==> src/rtl/data_memory_arbiter_pkg.sv <==
// ============================================================================
// Module      : data_memory_arbiter_pkg
// Description : Shared definitions for the data_memory arbiter slice:
//               data_memory access-size codes, requester port identifiers
//               and the lock FSM state encoding.
// Ports       : none (package)
// Revision    : 1.0 - initial release
// ============================================================================
`default_nettype none

package data_memory_arbiter_pkg;

  // Access size codes understood by data_memory (mem_mode).
  typedef enum logic [1:0] {
    MEM_BYTE = 2'd0,
    MEM_HALF = 2'd1,
    MEM_WORD = 2'd2
  } mem_mode_e;

  // Requester identifiers; also used to remember the last owner and the
  // port an outstanding read response belongs to.
  typedef enum logic {
    PORT_A = 1'b0,
    PORT_B = 1'b1
  } port_e;

  // Lock FSM: IDLE arbitrates round-robin, LOCK_x keeps port x as owner.
  typedef enum logic [1:0] {
    LOCK_IDLE = 2'd0,
    LOCK_A    = 2'd1,
    LOCK_B    = 2'd2
  } lock_state_e;

endpackage : data_memory_arbiter_pkg

`default_nettype wire

==> src/rtl/data_memory_rr_pick.sv <==
// ============================================================================
// Module      : data_memory_rr_pick
// Description : Combinational two-way round-robin picker. A lone requester
//               wins; on a tie the port that did not own the memory last
//               wins.
// Ports       : req_a_i       - port A request
//               req_b_i       - port B request
//               last_owner_i  - port granted most recently
//               gnt_o[1:0]    - one-hot grant, bit 0 = A, bit 1 = B
// Revision    : 1.0 - initial release
// ============================================================================
`default_nettype none

module data_memory_rr_pick
  import data_memory_arbiter_pkg::*;
(
  input  logic       req_a_i,
  input  logic       req_b_i,
  input  port_e      last_owner_i,
  output logic [1:0] gnt_o
);

  always_comb begin
    gnt_o = 2'b00;
    if (req_a_i && req_b_i) begin
      gnt_o = (last_owner_i == PORT_B) ? 2'b01 : 2'b10;
    end else if (req_a_i) begin
      gnt_o = 2'b01;
    end else if (req_b_i) begin
      gnt_o = 2'b10;
    end
  end

endmodule : data_memory_rr_pick

`default_nettype wire

==> src/rtl/data_memory_arbiter.sv <==
// ============================================================================
// Module      : data_memory_arbiter
// Description : Shares the single data_memory port between the CPU
//               load/store unit (port A) and the debug/DMA loader (port B).
//               Round-robin arbitration with a bounded ownership lock;
//               one-cycle-latency read data is routed back to the port that
//               issued the read.
// Ports       : clock, reset                 - clock, async active-high reset
//               a_*/b_* req, lock, address,
//                 mem_mode, mem_unsigned,
//                 wren, data                 - requester payload (inputs)
//               a_gnt/b_gnt                  - access accepted this cycle
//               a_rvalid/b_rvalid, a_q/b_q   - read response
//               mem_address, mem_mode,
//                 mem_unsigned, mem_wren,
//                 mem_data                   - to data_memory
//               mem_q                        - from data_memory
// Parameters  : MAX_LOCK - consecutive contested grants a locking owner keeps
//               LOCK_W   - lock counter width
// Revision    : 1.0 - initial release
// ============================================================================
`default_nettype none

module data_memory_arbiter
  import data_memory_arbiter_pkg::*;
#(
  parameter int MAX_LOCK = 8,
  parameter int LOCK_W   = 8
) (
  input  logic        clock,
  input  logic        reset,
  // port A
  input  logic        a_req,
  input  logic        a_lock,
  input  logic [31:0] a_address,
  input  logic [1:0]  a_mem_mode,
  input  logic        a_mem_unsigned,
  input  logic        a_wren,
  input  logic [31:0] a_data,
  output logic        a_gnt,
  output logic        a_rvalid,
  output logic [31:0] a_q,
  // port B
  input  logic        b_req,
  input  logic        b_lock,
  input  logic [31:0] b_address,
  input  logic [1:0]  b_mem_mode,
  input  logic        b_mem_unsigned,
  input  logic        b_wren,
  input  logic [31:0] b_data,
  output logic        b_gnt,
  output logic        b_rvalid,
  output logic [31:0] b_q,
  // data_memory
  output logic [31:0] mem_address,
  output logic [1:0]  mem_mode,
  output logic        mem_unsigned,
  output logic        mem_wren,
  output logic [31:0] mem_data,
  input  logic [31:0] mem_q
);

  localparam logic [LOCK_W-1:0] c_max_lock = LOCK_W'(MAX_LOCK);
  localparam logic [LOCK_W-1:0] c_cnt_sat  = {LOCK_W{1'b1}};

  lock_state_e       state_q, state_d;
  logic [LOCK_W-1:0] lock_cnt_q, lock_cnt_d;
  port_e             last_owner_q;

  logic              rsp_valid_q;
  port_e             rsp_port_q;
  logic              rsp_unsigned_q;

  logic [31:0]       a_q_hold_q, b_q_hold_q;
  logic [31:0]       addr_hold_q, data_hold_q;
  logic [1:0]        mode_hold_q;

  logic [1:0]        w_pick;
  logic              w_fsm_gnt_a, w_fsm_gnt_b;
  logic              w_gnt_a, w_gnt_b, w_any_gnt;
  logic              w_sel_wren, w_sel_unsigned;
  logic [31:0]       w_sel_addr, w_sel_data;
  logic [1:0]        w_sel_mode;

  data_memory_rr_pick u_rr_pick (
    .req_a_i      (a_req),
    .req_b_i      (b_req),
    .last_owner_i (last_owner_q),
    .gnt_o        (w_pick)
  );

  // --------------------------------------------------------------------------
  // Lock FSM / grant decision
  // The lock counter tracks grants the owner has taken while the other port
  // was waiting, so the entry grant only counts if the other port was
  // already requesting at that moment.
  // --------------------------------------------------------------------------
  always_comb begin
    state_d     = state_q;
    lock_cnt_d  = lock_cnt_q;
    w_fsm_gnt_a = 1'b0;
    w_fsm_gnt_b = 1'b0;
    case (state_q)
      LOCK_IDLE: begin
        w_fsm_gnt_a = w_pick[0];
        w_fsm_gnt_b = w_pick[1];
        if (w_pick[0] && a_lock) begin
          state_d    = LOCK_A;
          lock_cnt_d = b_req ? LOCK_W'(1) : '0;
        end else if (w_pick[1] && b_lock) begin
          state_d    = LOCK_B;
          lock_cnt_d = a_req ? LOCK_W'(1) : '0;
        end
      end
      LOCK_A: begin
        if (a_req && (!b_req || (lock_cnt_q < c_max_lock))) begin
          w_fsm_gnt_a = 1'b1;
          if (!a_lock) begin
            state_d    = LOCK_IDLE;
            lock_cnt_d = '0;
          end else if (b_req && (lock_cnt_q != c_cnt_sat)) begin
            lock_cnt_d = lock_cnt_q + LOCK_W'(1);
          end
        end else begin
          // Owner dropped its request, or the lock budget is spent while B
          // waits: hand over and fall back to round-robin.
          w_fsm_gnt_b = b_req;
          state_d     = LOCK_IDLE;
          lock_cnt_d  = '0;
        end
      end
      LOCK_B: begin
        if (b_req && (!a_req || (lock_cnt_q < c_max_lock))) begin
          w_fsm_gnt_b = 1'b1;
          if (!b_lock) begin
            state_d    = LOCK_IDLE;
            lock_cnt_d = '0;
          end else if (a_req && (lock_cnt_q != c_cnt_sat)) begin
            lock_cnt_d = lock_cnt_q + LOCK_W'(1);
          end
        end else begin
          w_fsm_gnt_a = a_req;
          state_d     = LOCK_IDLE;
          lock_cnt_d  = '0;
        end
      end
      default: begin
        state_d    = LOCK_IDLE;
        lock_cnt_d = '0;
      end
    endcase
  end

  // No access may reach memory while reset is held.
  assign w_gnt_a   = w_fsm_gnt_a & ~reset;
  assign w_gnt_b   = w_fsm_gnt_b & ~reset;
  assign w_any_gnt = w_gnt_a | w_gnt_b;

  // --------------------------------------------------------------------------
  // Request mux; without a grant the address/mode/data hold their last value.
  // --------------------------------------------------------------------------
  always_comb begin
    w_sel_addr     = addr_hold_q;
    w_sel_mode     = mode_hold_q;
    w_sel_data     = data_hold_q;
    w_sel_wren     = 1'b0;
    w_sel_unsigned = 1'b0;
    if (w_gnt_a) begin
      w_sel_addr     = a_address;
      w_sel_mode     = a_mem_mode;
      w_sel_data     = a_data;
      w_sel_wren     = a_wren;
      w_sel_unsigned = a_mem_unsigned;
    end else if (w_gnt_b) begin
      w_sel_addr     = b_address;
      w_sel_mode     = b_mem_mode;
      w_sel_data     = b_data;
      w_sel_wren     = b_wren;
      w_sel_unsigned = b_mem_unsigned;
    end
  end

  assign a_gnt       = w_gnt_a;
  assign b_gnt       = w_gnt_b;
  assign mem_address = w_sel_addr;
  assign mem_mode    = w_sel_mode;
  assign mem_data    = w_sel_data;
  assign mem_wren    = w_sel_wren;

  // data_memory applies sign/zero extension while producing q, i.e. in the
  // cycle after the grant, so the flag must come from the response stage.
  assign mem_unsigned = rsp_unsigned_q;

  assign a_rvalid = rsp_valid_q && (rsp_port_q == PORT_A);
  assign b_rvalid = rsp_valid_q && (rsp_port_q == PORT_B);
  assign a_q      = a_rvalid ? mem_q : a_q_hold_q;
  assign b_q      = b_rvalid ? mem_q : b_q_hold_q;

  // --------------------------------------------------------------------------
  // State registers
  // --------------------------------------------------------------------------
  always_ff @(posedge clock or posedge reset) begin
    if (reset) begin
      state_q        <= LOCK_IDLE;
      lock_cnt_q     <= '0;
      last_owner_q   <= PORT_B;
      rsp_valid_q    <= 1'b0;
      rsp_port_q     <= PORT_A;
      rsp_unsigned_q <= 1'b0;
      a_q_hold_q     <= '0;
      b_q_hold_q     <= '0;
      addr_hold_q    <= '0;
      mode_hold_q    <= '0;
      data_hold_q    <= '0;
    end else begin
      state_q     <= state_d;
      lock_cnt_q  <= lock_cnt_d;
      rsp_valid_q <= w_any_gnt && !w_sel_wren;
      if (w_any_gnt) begin
        last_owner_q <= w_gnt_a ? PORT_A : PORT_B;
        addr_hold_q  <= w_sel_addr;
        mode_hold_q  <= w_sel_mode;
        data_hold_q  <= w_sel_data;
      end
      if (w_any_gnt && !w_sel_wren) begin
        rsp_port_q     <= w_gnt_a ? PORT_A : PORT_B;
        rsp_unsigned_q <= w_sel_unsigned;
      end
      if (a_rvalid) a_q_hold_q <= mem_q;
      if (b_rvalid) b_q_hold_q <= mem_q;
    end
  end

endmodule : data_memory_arbiter

`default_nettype wire
==> config.mk <==
export PLATFORM = sky130hd
export DESIGN_NAME = data_memory_arbiter
export DESIGN_NICKNAME = d
export VERILOG_FILES = /design/src/rtl/data_memory_arbiter_pkg.sv /design/src/rtl/data_memory_rr_pick.sv /design/src/rtl/data_memory_arbiter.sv
export SDC_FILE = /design/constraint.sdc
export NUM_CORES = 1
export LEC_CHECK = 0
export BUFFER_PORTS_ARGS = -buffer_cell sky130_fd_sc_hd__buf_2
export CORE_MARGIN = 3
export CORE_UTILIZATION = 52
export CTS_CLUSTER_DIAMETER = 60
export DETAILED_ROUTE_END_ITERATION = 8
export GPL_TIMING_DRIVEN = 0
export PLACE_DENSITY_LB_ADDON = 0.15
export SKIP_CTS_REPAIR_TIMING = 1
export SLEW_MARGIN = 10
export SYNTH_ARGS = -nofsm -noshare
export SYNTH_HDL_FRONTEND = slang
export SYNTH_HIERARCHICAL = 1
export SYNTH_SLANG_ARGS = --single-unit
==> constraint.sdc <==
create_clock -name clock -period 10.1 [get_ports clock]
set_input_delay 1.01 -clock clock [delete_from_list [all_inputs] [get_ports clock]]
set_output_delay 1.01 -clock clock [all_outputs]
set_load 0.02 [all_outputs]
==> reports/results.env <==
STATUS='completed'
WORST_SETUP_PATH_START_KIND='input port'
GRT_UTIL_ALL_LAYERS=0.299
FLOORPLAN.INITIALDENSITY=0.534
REPORT.POWER.TOTAL_W=0.00343
SETUP-TNS-FINAL_NS=0
SETUP.WORST_PATH.END_CLASS='primary output'
MAX_FREQ_GHz=0.218
WORST_SLEW_PIN_SLEW_NS=0.687
WORSTSETUPPATHTYPE='in2out'
YS_TYPES=52
POSTSYNTH.TOPFLOPCELL='sky130_fd_sc_hd__dfrtp_1'
TIMING.CRITICAL_PATH.SLOWEST_STAGE_CELL='sky130_fd_sc_hd__a21oi_2'
GRT_SETUP_UNREPAIRED='no'
CRIT_PATH_FREQUENT_CELL='sky130_fd_sc_hd__buf_2'
PEAKVDDDROP_uV=166
SYNTH_NETS=792
CTS-ROOT-BUF='sky130_fd_sc_hd__clkbuf_16'
GRT_PASS1_VIAS=6816
SYNTH_ENABLE_FLOP_CELLS=0
WIRE_LENGTH_OF_THE_FIRST_GLOBAL_ROUTING_PASS_MM=35.1
CLOCK_PATH_BUFFERS=2
PLACEMENT_ROWS=42
WORST-ENDPOINT-ARRIVAL_NS=3.57
CP_SLOWEST_STAGE_DELAY_NS=0.43
SLEW_HEADROOM=0.540
GRT_MAX_DEGREE=98
DESIGN.DIE.AREA_UM2=15100
SYNTHESIS.AREA_UM2=7100
CLK_PIN_SLEW_NS=0.06
ROUTED_VIA_DENSITY=6.06
WORST_HOLD_PATH.NUM_CELLS=1
FINAL-HOLD-VIOLATION-COUNT=0
FINAL_LAYOUT_SIZE_SUFFIX_GT1_FRAC=0.455
TIMING.CRITICAL_PATH.CELLS='buf_2 -> clkbuf_1 -> inv_1 -> or3_1 -> and3_4 -> a21oi_2 -> buf_2 -> buf_2 -> a221o_1 -> buf_2'
REG2REGPATHDEPTH=7
SETUP_CLOCK_SKEW_AFTER_LAYOUT_NS=0.0170
LAYOUT.FILLER_CELLS=997
POSTSYNTHREGISTERBITS=144
PORT_BUFFERS=309
DESIGN.PORTCOUNT=310
FLOW.AREA_GROWTH_FROM_SYNTHESIS_PCT=33.7
MIN-DELAY-PATH-CLASS='reg2reg'
TIMING.RR.START='lock_cnt_q[6]'
DRT_DRC_VIOLATIONS_LEFT=0
CLK_LATENCY_NS=0.42
YOSYSWARNINGS=6
NUMCTSBUFFERS=17
FINAL_CELLS=1136
DP_HPWL_MM=17.0
MIN-DELAY-START='b_q_hold_q[26]'
CTS_TREE='yes'
NUMBER_OF_ANTENNA_VIOLATIONS_AT_THE_FIRST_CHECK_IN_GLOBAL_ROUTING=2
DIE_W_UM=123
FIN_NETS=1121
R2R_SLACK_NS=7.07
CLOCK-SINKS=144
PLACE.GP.CONGESTION=0.897
FINALMAXSLEWVIOLATIONS=0
FINALSETUPVIOLCOUNT=0
POSTSYNTHCELLCOUNT=617
PLACEABLECOREAREA_UM2=13300
FINISH.UTILIZATION=0.714
DRT-INITIAL-DRC-COUNT=671
POSTROUTEANTENNANETS=0
ROUTED_WIRELENGTH_MM=23.1
GRT-OVFL-TOTAL=0
CRITICAL_PATH.MAX_FANOUT=10
HOLDPATHEND='b_q_hold_q[26]'
CRIT_REQUIRED_NS=9.09
LEAKAGEPOWER_nW=4.55
POST-ROUTE-MIN-PERIOD_NS=4.58
AVGSYNTHCELLAREA_UM2=11.5
MAXCAPVIOLATIONS=0
YS_ASYNC_SR_FRACTION=1.00
WL_PER_CELL_UM=20.3
CTS_MAX_LEVEL=4
DR_TOTAL_VIAS=6888
DIE_H_UM=123
TIMING.FINAL.CRIT_SHARE=0.453
FIN_HOLD_WS_NS=0.490
CRITICAL_PATH.REG2REG.ENDPOINT='data_hold_q[22]'
POWER-PER-CELL-AREA_nW_PER_UM2=362
FIRST_PASS_ITERS=5
PLACED_CELL_COUNT=1103
SYNTH_SEQUENTIAL_AREA_RATIO=0.508
## final cells by class
| class | instances | area [um2] | share of cell area |
|---|---|---|---|
| antenna | 1 | 2.50 | 0.000264 |
| buffer | 60 | 305 | 0.0322 |
| clock buffer | 20 | 467 | 0.0492 |
| clock inverter | 12 | 123 | 0.0129 |
| inverter | 7 | 31.3 | 0.00330 |
| multi-input combinational | 406 | 3160 | 0.333 |
| sequential | 144 | 3600 | 0.380 |
| tap | 176 | 220 | 0.0232 |
| timing repair buffer | 310 | 1570 | 0.166 |
## report_power, final
group          switching (W)  internal (W)
clock               0.000260      0.000364
sequential          0.000121      0.000850
combinational        0.00110      0.000735
## flip-flops by register name, summed over array words and instances, names as in the netlist
register and cells:
a_q_hold_q 32, addr_hold_q 32, b_q_hold_q 32, data_hold_q 32
lock_cnt_q 8, mode_hold_q 2, state_q 2, last_owner_q 1
mem_unsigned 1, rsp_port_q 1, rsp_valid_q 1
## how the worst max path moves through the flow
stage               startpoint       endpoint  cells past startpoint
global placement         reset  b_q_hold_q[2]                      2
CTS                      b_req   mem_data[22]                     10
finish                   a_req    mem_mode[1]                     10
detailed placement       a_req   mem_data[22]                      9
global route             b_req   mem_data[22]                     10
floorplan                reset  a_q_hold_q[0]                      1
## metrics by stage
step,setup WS (ns),cell area [um2]
2_1_floorplan,5.23,7100
3_3_place_gp,3.71,8860
3_5_place_dp,5.51,8890
4_1_cts,5.50,9480
5_1_grt,5.34,9490
6_report,5.52,9490
## kinds of logic after synthesis
| kind of cell | after synthesis | share of synthesized area |
|---|---|---|
| xor+xnor | 1 | 0.00123 |
| buf+inv | 67 | 0.0467 |
| mux | 64 | 0.102 |
| simple gates | 174 | 0.118 |
| flops | 144 | 0.508 |
| compound gates | 166 | 0.223 |
| fa+ha+maj | 1 | 0.00176 |
## placed cells by master, fill, tap and decap left out, types with 5 or more instances in the layout
cell and n:
sky130_fd_sc_hd__mux2_2 64, sky130_fd_sc_hd__o21ai_0 5, sky130_fd_sc_hd__buf_6 9, sky130_fd_sc_hd__nor2_1 11
sky130_fd_sc_hd__clkbuf_1 38, sky130_fd_sc_hd__inv_6 5, sky130_fd_sc_hd__a221o_1 132, sky130_fd_sc_hd__clkbuf_16 17
sky130_fd_sc_hd__nor3_1 68, sky130_fd_sc_hd__buf_2 319, sky130_fd_sc_hd__dfrtp_1 143, sky130_fd_sc_hd__nand2_1 72
sky130_fd_sc_hd__inv_1 6
## cell usage after synthesis (3+ instances only)
cell type / n / area [um2]
sky130_fd_sc_hd__a21oi_1: 3 / 15.0
sky130_fd_sc_hd__a221o_1: 132 / 1320
sky130_fd_sc_hd__a41oi_1: 3 / 26.3
sky130_fd_sc_hd__buf_1: 3 / 11.3
sky130_fd_sc_hd__buf_2: 10 / 50.1
sky130_fd_sc_hd__buf_6: 9 / 101
sky130_fd_sc_hd__clkbuf_1: 38 / 143
sky130_fd_sc_hd__dfrtp_1: 143 / 3580
sky130_fd_sc_hd__inv_1: 7 / 26.3
sky130_fd_sc_hd__mux2_2: 64 / 721
sky130_fd_sc_hd__nand2_1: 72 / 270
sky130_fd_sc_hd__nor2_1: 11 / 41.3
sky130_fd_sc_hd__nor2b_1: 3 / 18.8
sky130_fd_sc_hd__nor3_1: 68 / 340
sky130_fd_sc_hd__o21ai_0: 5 / 25.0
sky130_fd_sc_hd__or3_1: 3 / 18.8
## worst max-delay path, delay by kind of cell
family | cells | cell delay (ns)
buffers and inverters | 6 | 1.34
AO/OA/AOI/OAI | 2 | 0.63
AND/OR/NAND/NOR | 2 | 0.58
## layer usage
layer  up-vias  part of all wire  wire length (um)  GRT usage
met3        41             0.096              2220     0.0802
met2       403              0.51             11700      0.514
met4         2             0.023               541      0.101
li1       3102                 -                 -          -
met1      3340              0.37              8640      0.363
met5         -           0.00056                13          0
(Power assumes the default switching activity.)
